==> src/rtl/branch_redirect_ctrl.sv <==
// Fetch PC sequencer: sequential advance, taken-branch redirect with a fixed flush bubble,
// and a misaligned-target trap that holds until acknowledged.
module branch_redirect_ctrl #(
   parameter logic [31:0] RESET_PC     = 32'h0000_0000,
   parameter logic [31:0] TRAP_PC      = 32'h0000_0100,
   parameter int          FLUSH_CYCLES = 2
) (
   input  logic        clk_in,
   input  logic        rst_n_in,
   input  logic        ex_valid_in,
   input  logic [4:0]  opcode_6_to_2_in,
   input  logic        branch_taken_in,
   input  logic [31:0] target_addr_in,
   input  logic        stall_in,
   input  logic        fetch_ready_in,
   input  logic        trap_ack_in,
   output logic [31:0] pc_out,
   output logic        fetch_valid_out,
   output logic        flush_out,
   output logic        misaligned_out,
   output logic [31:0] bad_addr_out,
   output logic [15:0] redirect_count_out
);

   localparam logic [1:0] RUN   = 2'd0;
   localparam logic [1:0] FLUSH = 2'd1;
   localparam logic [1:0] TRAP  = 2'd2;

   localparam logic [2:0] FLUSH_LOAD = 3'(FLUSH_CYCLES - 1);

   logic [1:0]  state;
   logic [2:0]  flush_cnt;
   logic [31:0] pc_q;
   logic [31:0] bad_addr_q;
   logic [15:0] count_q;
   logic        misaligned_q;
   logic        is_ctrl;
   logic        redirect;
   logic [31:0] tgt;

   // The branch unit reports "taken" for every non-control opcode, so qualify it here.
   assign is_ctrl = (opcode_6_to_2_in == 5'b11000) ||
                    (opcode_6_to_2_in == 5'b11011) ||
                    (opcode_6_to_2_in == 5'b11001);

   assign redirect = (state == RUN) & ex_valid_in & is_ctrl & branch_taken_in & ~stall_in;
   assign tgt      = target_addr_in & ~32'h1;

   assign fetch_valid_out    = (state == RUN) & ~stall_in & rst_n_in;
   assign flush_out          = (state == FLUSH);
   assign pc_out             = pc_q;
   assign misaligned_out     = misaligned_q;
   assign bad_addr_out       = bad_addr_q;
   assign redirect_count_out = count_q;

   always_ff @(posedge clk_in or negedge rst_n_in) begin
      if (!rst_n_in) begin
         state        <= RUN;
         flush_cnt    <= 3'd0;
         pc_q         <= RESET_PC;
         bad_addr_q   <= 32'd0;
         count_q      <= 16'd0;
         misaligned_q <= 1'b0;
      end else begin
         case (state)
            RUN: begin
               if (redirect) begin
                  if (tgt[1]) begin
                     bad_addr_q   <= tgt;
                     misaligned_q <= 1'b1;
                     state        <= TRAP;
                  end else begin
                     pc_q      <= tgt;
                     flush_cnt <= FLUSH_LOAD;
                     count_q   <= (count_q == 16'hFFFF) ? count_q : count_q + 16'd1;
                     state     <= FLUSH;
                  end
               end else if (fetch_valid_out && fetch_ready_in) begin
                  pc_q <= pc_q + 32'd4;
               end
            end
            FLUSH: begin
               if (flush_cnt == 3'd0) state <= RUN;
               else                   flush_cnt <= flush_cnt - 3'd1;
            end
            TRAP: begin
               if (trap_ack_in) begin
                  pc_q         <= TRAP_PC;
                  misaligned_q <= 1'b0;
                  flush_cnt    <= FLUSH_LOAD;
                  state        <= FLUSH;
               end
            end
            default: state <= RUN;
         endcase
      end
   end

endmodule

==> config.mk <==
export PLATFORM = sky130hd
export DESIGN_NAME = branch_redirect_ctrl
export DESIGN_NICKNAME = d
export VERILOG_FILES = /design/src/rtl/branch_redirect_ctrl.sv
export SDC_FILE = /design/constraint.sdc
export NUM_CORES = 1
export LEC_CHECK = 0
export BUFFER_PORTS_ARGS = -buffer_cell sky130_fd_sc_hd__buf_2
export CAP_MARGIN = 40
export CORE_MARGIN = 5
export CORE_UTILIZATION = 47
export CTS_CLUSTER_SIZE = 24
export DETAILED_ROUTE_END_ITERATION = 8
export PLACE_DENSITY = 0.73
export SETUP_SLACK_MARGIN = 0.5
export SLEW_MARGIN = 10
export SYNTH_ARGS = -nofsm -noshare
export SYNTH_HDL_FRONTEND = slang
export SYNTH_SLANG_ARGS = --single-unit
==> constraint.sdc <==
create_clock -name clk_in -period 2.25 [get_ports clk_in]
set_clock_uncertainty 0.2 [all_clocks]
set_input_delay 0 -clock clk_in [delete_from_list [all_inputs] [get_ports clk_in]]
set_output_delay 0 -clock clk_in [all_outputs]
set_load 0.05 [all_outputs]
* After elaboration in Yosys (flattened, before gate mapping)
Cells that the tools add are included.
** Word-level totals
- Output and inout bits :: 83
- Logic and storage cells :: 64
- Flip-flop bits (word level) :: 85
** Operators by class
- Bitwise gates (word level) :: 9
- Add/subtract/negate cells :: 3
- Eq/ne operators :: 14
- Reduce and logical (&&, ||, !) cells :: 13
- Multiplexer cells :: 19
** Operators with widths (number)
- $mux 32 :: 4
- $pmux 32 s2 :: 1
- $add 32x3->32 const B :: 1
- $add 16x1->16 const B :: 1
- $eq 16x16->1 const B :: 1
- $eq 5x5->1 const B :: 3
- $mux 3 :: 4
- $reduce_and 4->1 :: 3
- $ne 2x2->1 const B :: 5
- $pmux 3 s3 :: 1
- $mux 2 :: 4
- $and 1x1->1 :: 6
- $pmux 2 s3 :: 1
- $reduce_and 3->1 :: 2
- $reduce_and 5->1 :: 1
- $logic_not 3->1 :: 1
- $mux 1 :: 3
- $ne 3x2->1 const B :: 1
- $ne 3x3->1 const B :: 1
- $not 1->1 :: 3
- $reduce_bool 3->1 :: 1
- $sub 3x1->3 const B :: 1
- $eq 2x1->1 const B :: 1
- $eq 2x2->1 const B :: 1
- other kinds (6) :: 7

* Longest topological paths before layout
Gate-level depths: netlist of the first run.
- Depth after elaboration :: 8
- Mapped depth :: 8
- Depth with buffers taken out :: 7

* Worst setup path after synthesis of the first run
OpenSTA, ideal clock, no wires.
- Kind :: flip-flop to flip-flop
- Start :: register pc_q[2], in the netlist pc_out[2]
- End :: register pc_q[26], in the netlist pc_out[26]
- Period minus slack after synthesis :: 2630 ps
- Stages on the path, launching flop included :: 7
- Library setup time :: 139 ps
- Arrival time :: 2291 ps
- Path slack :: -380 ps
- Required time :: 1911 ps
- Cells stage by stage :: dfrtp_1 ha_1 nand4_1 nor4_4 nand4_1 nor4bb_1 or4_1
** Between the ends
- Word-level cells in the longest chain between the ends :: 4
** Ends and longest elaborated chain
- start: declaration :: RTL line 33 : logic [31:0] pc_q;
- start signal: assignment :: RTL line 73 : pc_q <= tgt;
- start signal: assignment :: RTL line 79 : pc_q <= pc_q + 32'd4;
- $add 32x3->32 :: RTL line 79
- $mux 32 :: RTL line 78 : end else if (fetch_valid_out && fetch_ready_in) begin
- $mux 32 :: RTL line 67 : if (redirect) begin
- $pmux 32 s2 :: RTL line 65 : case (state)
No other way between the ends. The select of a mux whose other input is x is not followed.
A chain may end at the register's enable or synchronous reset.

* Worst setup path after layout of the first run
- Start :: register state[0]
- End :: register pc_q[12], in the netlist pc_out[12]
** Between the ends
- Word-level cells in the longest chain between the ends :: 7
- Elaborated cells between the ends (all ways) :: 16
- Classes of those cells :: 4 x eq/ne; 2 x mux; 6 x bitwise; 4 x reduce/logical
** Ends and longest elaborated chain
- start: declaration :: RTL line 31 : logic [1:0] state;
- start signal: assignment :: RTL line 58 : state <= RUN;
- start signal: assignment :: RTL line 71 : state <= TRAP;
- start signal: assignment :: RTL line 76 : state <= FLUSH;
- $logic_not 2->1 :: RTL line 46, 49, 65
- $and 1x1->1 (4 in series) :: RTL line 46 : assign redirect = (state == RUN) & ex_valid_in & is_ctrl & branch_taken_in & ~stall_in;
- $ne 3x2->1 (no line) (tied with other cells)
- $reduce_and 4->1 (no line) or $pmux 32 s2 (tied branches)
Several ways; a longest one is shown, not always the timed one.

==> results.md, run 1 <==
- DPL Wire Length: 8620 um
- Share of layout cells above drive strength 1: 51.1%
- Setup WS pre-CTS: 0.0551 ns
- Crit Path Class: register to register
- Hold buffer count at CTS: 32
- First-pass detailed-route iteration total: 6
- Number of nets in the layout: 714
- Register bit total from synthesis: 83
- Total track usage: 27.6%
- Die height: 107 um
- Worst-path clk slew: 0.09 ns
- Residual DRC count: 0
- Site Rows: 35
- Max-Cap Viols: 0
- I/O pins: 127
- WL/cell: 21.8 um
- Failing checks: negative hold slack
- Clock Tree Root: clkbuf_8
- Crit path arrival time: 2.28 ns
- Hold_ws: -0.481 ns
- Core area: 0.00920 mm^2
- Synth area leaders: dfrtp_1 47%, mux2_2 7.6%, o21ai_0 4.2%, nand3_1 2.7%, nand2_1 2.5%
- Yosys warnings: 0
- Initial core utilization: 48.1%
- Total Die Area: 0.0114 mm^2
- FFs w/ async S/R, synth: 100%
- Minimum clock period: 2.22 ns
- Max Buffers Root-to-Sink: 2
- Initial antenna violation count: 0
- DR iter-0 viols: 474
- Max rail drop VDD: 0.000375 V
- Critical Path End Type: register
- Synth cell types: 56
- Worst-Skew Late Latency: 0.36 ns
- Worst slew pin tran: 0.800 ns
- Antenna cells: 0
- Post-route clock period utilization: 98.8%
- Crit path required time: 2.31 ns
- Final Wtd Congestion: 0.894
- Final setup vio count: 0
- Status: finished with violations
- Seq/Total Area, Yosys: 47.0%
- RSZ-0062 raised after global routing: true
- Final Hold Viols: 41
- Hold Crit Class: input pin to async pin
- Cell taking the most area after synthesis: dfrtp_1
- Vias in the first global route: 4730
- Num CTS Buffers: 9
- Max-slew violations: 0
- Commonest cells in the netlist: 83 x dfrtp_1, 37 x o21ai_0, 30 x mux2_2
- Mapped Cells: 440
- Antenna viol nets, final: 0
- Via count: 4807
- IO buf count: 122
- Grt total ovfl: 0
- Detailed-route vias per instance: 6.15
- P_leak: 3.39 nW
- Area growth from synthesis to final layout: 60.5%
- Largest net degree at the start of global routing: 44
- CTS H-tree depth: 3
- Pwr dens: 618 mW/mm^2
- Post-synth EDFFs: 0
- DIE WIDTH: 107 um
- Setup TNS: 0 ns
- Top cell type's share of synthesized area: 47.0%
- Crit path launch type: register
- Synthesized area per cell: 10.0 um^2
- Synthesized cell area: 0.00442 mm^2
- Power, Total: 0.00439 W
- Worst Path Max Fanout: 21
- Clock sinks: 83
- DRT Wirelength: 17100 um
- Fmax: 450 MHz
- Ys flop type: dfrtp_1
- Final worst slack: 0.0267 ns
- Worst slew margin: 46.5%
- Most numerous cell in the Yosys netlist: dfrtp_1
- CTS tree: done
- Wire length of the first global-routing pass: 24800 um
- Post-Route Utilization: 77.2%
-- per-layer routing --
metal / global-route usage, % / wire [um]
met1: 35.2 / 6570
met2: 45.0 / 8170
met3: 7.77 / 1720
met4: 9.32 / 618
met5: 0 / 0
-- worst max-delay path, cell delays in order (launching register included) --
cell	delay, ns
dfrtp_1	0.41
and4bb_4	0.38
buf_12	0.12
nand4_4	0.11
o211ai_1	0.28
buf_6	0.28
o21ai_0	0.18
o21ai_1	0.16
-- per-stage QoR --
stage,std cells,instance area (um^2)
global route,782,7100
detailed placement,674,5490
CTS,774,6880
floorplan,442,4710
global placement,674,5490
finish,782,7100
-- what timing repair did --
action | in CTS | in global routing
endpoints found under the setup margin | 78 | 83
pin swaps | 34 | 30
endpoints found under the hold margin | 110 | 41
gates cloned | 9 | 1
resized for setup | 53 | 36
buffers inserted | 43 | 7
-- state kept, by name, indices dropped and copies added (netlist names) --
| name | cells |
|---|---|
| misaligned_out | 1 |
| state | 2 |
| redirect_count_out | 16 |
| pc_out | 30 |
| flush_cnt | 3 |
| bad_addr_out | 31 |
-- final timing paths --
kind | startpoint | end | slack [ns] | depth (start not counted)
max reg2reg | state[0]$_DFFE_PN0P_ | pc_out[12]$_DFFE_PN0P_ | 0.03 | 7
max in group asynchronous | rst_n_in | pc_out[20]$_DFFE_PN0P_ | 1.32 | 3
min reg2reg | bad_addr_out[1]$_DFFE_PN0P_ | bad_addr_out[1]$_DFFE_PN0P_ | 0.28 | 1
min in group clk_in | target_addr_in[1] | redirect_count_out[5]$_DFFE_PN0P_ | 0.08 | 5
min | rst_n_in | state[0]$_DFFE_PN0P_ | -0.48 | 2
max | state[0]$_DFFE_PN0P_ | pc_out[12]$_DFFE_PN0P_ | 0.03 | 7
-- kinds of logic (layout without fill, tap and decap cells) --
logic type	after synthesis	after routing	synth area share, %
AO/OA/AOI/OAI	108	108	14.7
XOR/XNOR	15	15	2.97
adder cells (fa/ha/maj)	4	4	1.13
buffers and inverters	33	262	3.54
flip-flops	83	83	47.0
multiplexers	32	32	8.10
other	1	3	0.0848
AND/OR/NAND/NOR	164	164	22.4
-- cell type report --
class,instances,area (um^2)
clock buffer,10,138
clock inverter,6,65.1
fill,545,2100
inverter,5,18.8
multi-input combinational,326,2640
sequential,83,2110
tap,111,139
timing repair buffer,241,1990
-- cell usage in the layout (no fill, tap or decap), drive strengths merged, types with 3 or more instances in the layout --
master       instances
nor3                13
clkinvlp             4
nand2               29
a21oi               21
xor2                11
xnor2                4
nand3               24
a32oi                4
conb                 3
nor4b                3
and4                 4
ha                   4
clkbuf              11
o31a                 6
nand2b               4
o2bb2ai              3
nand4               19
o21ai               47
dfrtp               83
buf                208
nor2                28
a31oi               10
and2                 3
inv                  5
dlygate4sd3         32
mux2                30
nor2b                6
nor4                16
or3                  3
and3                 3
-- report_power, final --
group / internal, W / switching [W] / total (W)
Combinational: 0.000474 / 0.000947 / 0.00142
Sequential: 0.00166 / 0.000161 / 0.00182
Clock: 0.000542 / 0.000601 / 0.00114
Note: power is estimated with default switching activity, not from simulation.
==> run 2, diff against run 1 <==
--- a/config.mk
+++ b/config.mk
@@ -7,11 +7,14 @@
 export LEC_CHECK = 0
 export BUFFER_PORTS_ARGS = -buffer_cell sky130_fd_sc_hd__buf_2
 export CAP_MARGIN = 40
+export CELL_PAD_IN_SITES_DETAIL_PLACEMENT = 1
+export CELL_PAD_IN_SITES_GLOBAL_PLACEMENT = 2
 export CORE_MARGIN = 5
-export CORE_UTILIZATION = 47
+export CORE_UTILIZATION = 29
+export CTS_CLUSTER_DIAMETER = 40
 export CTS_CLUSTER_SIZE = 24
 export DETAILED_ROUTE_END_ITERATION = 8
-export PLACE_DENSITY = 0.73
+export PLACE_DENSITY = 0.74
 export SETUP_SLACK_MARGIN = 0.5
 export SLEW_MARGIN = 10
 export SYNTH_ARGS = -nofsm -noshare
==> run 2 against run 1 <==
Critical path depth decreased by 1. Hold slack improved by 0.016 ns. Highest routed layer unchanged. Sequential cell count unchanged. The flow still finishes with violations (negative hold slack). Critical path type unchanged. Core utilization decreased by 29 points.
==> results.md, run 2 (synthesized netlist as in run 1, its figures left out) <==
- Worst-Skew Late Latency: 0.35 ns (about the same)
- CP startpoint: pc_out[2]$_DFFE_PN0P_
- Residual DRC count: 0 (unchanged)
- I/O pins: 127 (unchanged)
- Max Buffers Root-to-Sink: 2 (unchanged)
- P_leak: 3.43 nW (+1.2%)
- Worst slew margin: 43.2% (-3.3 points)
- Max FFs per register: 31 (unchanged)
- Core area: 0.0151 mm^2 (+64%)
- RSZ-0062 raised after global routing: true
- Most frequent cells in the layout: 120 x buf_2, 53 x dfrtp_1, 51 x buf_4
- Hold buffer count at CTS: 36 (+13%)
- Non-filler instance count after layout: 861 (+10%)
- Initial antenna violation count: 0 (unchanged)
- Antenna cells: 0 (unchanged)
- CP max-delay cell: or4_1
- CTS H-tree depth: 3 (unchanged)
- Area growth from synthesis to final layout: 64.8%
- Pwr dens: 654 mW/mm^2 (+5.9%)
- Fmax: 452 MHz (+0.57%)
- Antenna viol nets, final: 0 (unchanged)
- Post-Route Utilization: 48.3% (-29 points)
- CTS tree: done
- Crit path arrival time: 2.23 ns (-0.05 ns)
- Setup WS pre-CTS: 0.0208 ns (-0.0343 ns)
- Final worst slack: 0.0393 ns (+0.0126 ns)
- Clock sinks: 83 (unchanged)
- Max-Cap Viols: 0 (unchanged)
- Initial core utilization: 29.3% (-19 points)
- Worst-path clk slew: 0.07 ns (-0.02 ns)
- Final Hold Viols: 39 (-4.9%)
- Critical Path End Type: register
- Largest net degree at the start of global routing: 45 (+2.3%)
- DIE WIDTH: 133 um (+25%)
- Die height: 133 um (+25%)
- Status: finished with violations
- DPL Wire Length: 10700 um (+24%)
- Via count: 4518 (-6.0%)
- Final setup vio count: 0 (unchanged)
- IO buf count: 122 (unchanged)
- Crit-path cells: ha_4 -> nand4_1 -> nor4_4 -> nand4_1 -> nor4bb_4 -> or4_1
- Worst slew pin tran: 0.850 ns (+0.0497 ns)
- Grt total ovfl: 0 (unchanged)
- Crit path top cell by count: nand4_1
- Placed Cells incl. Taps: 758 (+12%)
- Failing checks: negative hold slack
- Total Die Area: 0.0178 mm^2 (+56%)
- Num CTS Buffers: 9 (unchanged)
- Setup TNS: 0 ns (unchanged)
- WL/cell: 20.2 um (-7.6%)
- Final Wtd Congestion: 0.783 (-12%)
- Worst Path Max Fanout: 2 (-90%)
- Detailed-route vias per instance: 5.25 (-15%)
- Largest stage delay, worst path: 0.53 ns (+0.12 ns)
- Share of layout cells above drive strength 1: 52.5% (+1.3 points)
- Max rail drop VDD: 0.000377 V (+0.53%)
- First-pass detailed-route iteration total: 4 (-2)
- Hold_ws: -0.465 ns (+0.0164 ns)
- Vias in the first global route: 4828 (+2.1%)
- Most common cell after layout, fill and taps aside: buf_2
- Total track usage: 18.6% (-8.9 points)
- Post-route clock period utilization: 98.3% (-0.56 points)
- Max-slew violations: 0 (unchanged)
- DR iter-0 viols: 178 (-62%)
- Multi-input logic area: 0.00271 mm^2 (+3.0%)
- Hold Crit Class: input pin to async pin
- Worst R2R Start: pc_out[2]$_DFFE_PN0P_
- Register area: 0.00211 mm^2 (unchanged)
- Wire length of the first global-routing pass: 26300 um (+5.8%)
- Power, Total: 0.00476 W (+8.6%)
- Site Rows: 45 (+29%)
- Crit path required time: 2.26 ns (-0.05 ns)
- Crit path launch type: register
- Crit Path Class: register to register
- Fillers: 1653 (+200%)
- Clock Tree Root: clkbuf_16
- Minimum clock period: 2.21 ns (-0.0126 ns)
- DRT Wirelength: 17400 um (+1.7%)
- Number of nets in the layout: 716 (+0.28%)
## run 2: cell types whose count changed in the layout (fill, tap and decap cells not counted), moves of 4 or more
cell and delta:
clkinvlp_4 -4, o21ai_2 +17, o21ai_1 -9, dlygate4sd3_1 +4, o21ai_0 -9, clkbuf_16 +10
clkbuf_1 +4, buf_16 -5, buf_6 +6, clkbuf_8 -9
## run 2: metrics by stage
step	hold slack, ns	area (um^2)
2_1_floorplan	-0.496	4710
3_3_place_gp	-0.0798	5660
3_5_place_dp	-0.0676	5660
4_1_cts	-0.444	6860
5_1_grt	-0.403	7280
6_report	-0.465	7280
## run 2: power breakdown
group          total, W  internal [W]  switching, W
sequential      0.00183       0.00166      0.000165
combinational   0.00141      0.000483      0.000929
clock           0.00152      0.000892      0.000630
## run 2: routing by layer
metal | track usage [%] | vias to the layer above | wire [um]
li1 | - | 2108 | -
met3 | 3.81 | 25 | 801
met1 | 23.1 | 2274 | 7180
met4 | 6.11 | 0 | 439
met2 | 32.4 | 111 | 8940
met5 | 0 | - | 0
## run 2: final timing paths
path	cells past startpoint	slack [ns]	end
min reg2reg	1	0.26	bad_addr_out[1]$_DFFE_PN0P_
max in group asynchronous	3	1.27	pc_out[10]$_DFFE_PN0P_
min	2	-0.46	redirect_count_out[0]$_DFFE_PN0P_
max reg2reg	6	0.04	pc_out[26]$_DFFE_PN0P_
max	6	0.04	pc_out[26]$_DFFE_PN0P_
min in group clk_in	4	0.07	redirect_count_out[5]$_DFFE_PN0P_
## run 2: cell type report
cell class	instances	area share [%]
clock buffer	14	3.49
sequential	83	29.0
multi-input combinational	327	37.3
inverter	5	0.258
tap	188	3.23
timing repair buffer	242	26.2
clock inverter	2	0.481
## run 2: critical path: cells and delay by family (launching register included)
kind / cells / cell delay, ns
and+or+nand+nor: 5 / 1.35
DFF: 1 / 0.38
adders and majority gates: 1 / 0.14
## run 2: what timing repair did
| action | 4_1_cts | 5_1_grt |
|---|---|---|
| cloned | 5 | 2 |
| setup endpoints to repair | 77 | 82 |
| pin swaps | 32 | 45 |
| endpoints found under the hold margin | 103 | 39 |
| setup buffers | 25 | 19 |
| gates resized for setup | 45 | 66 |
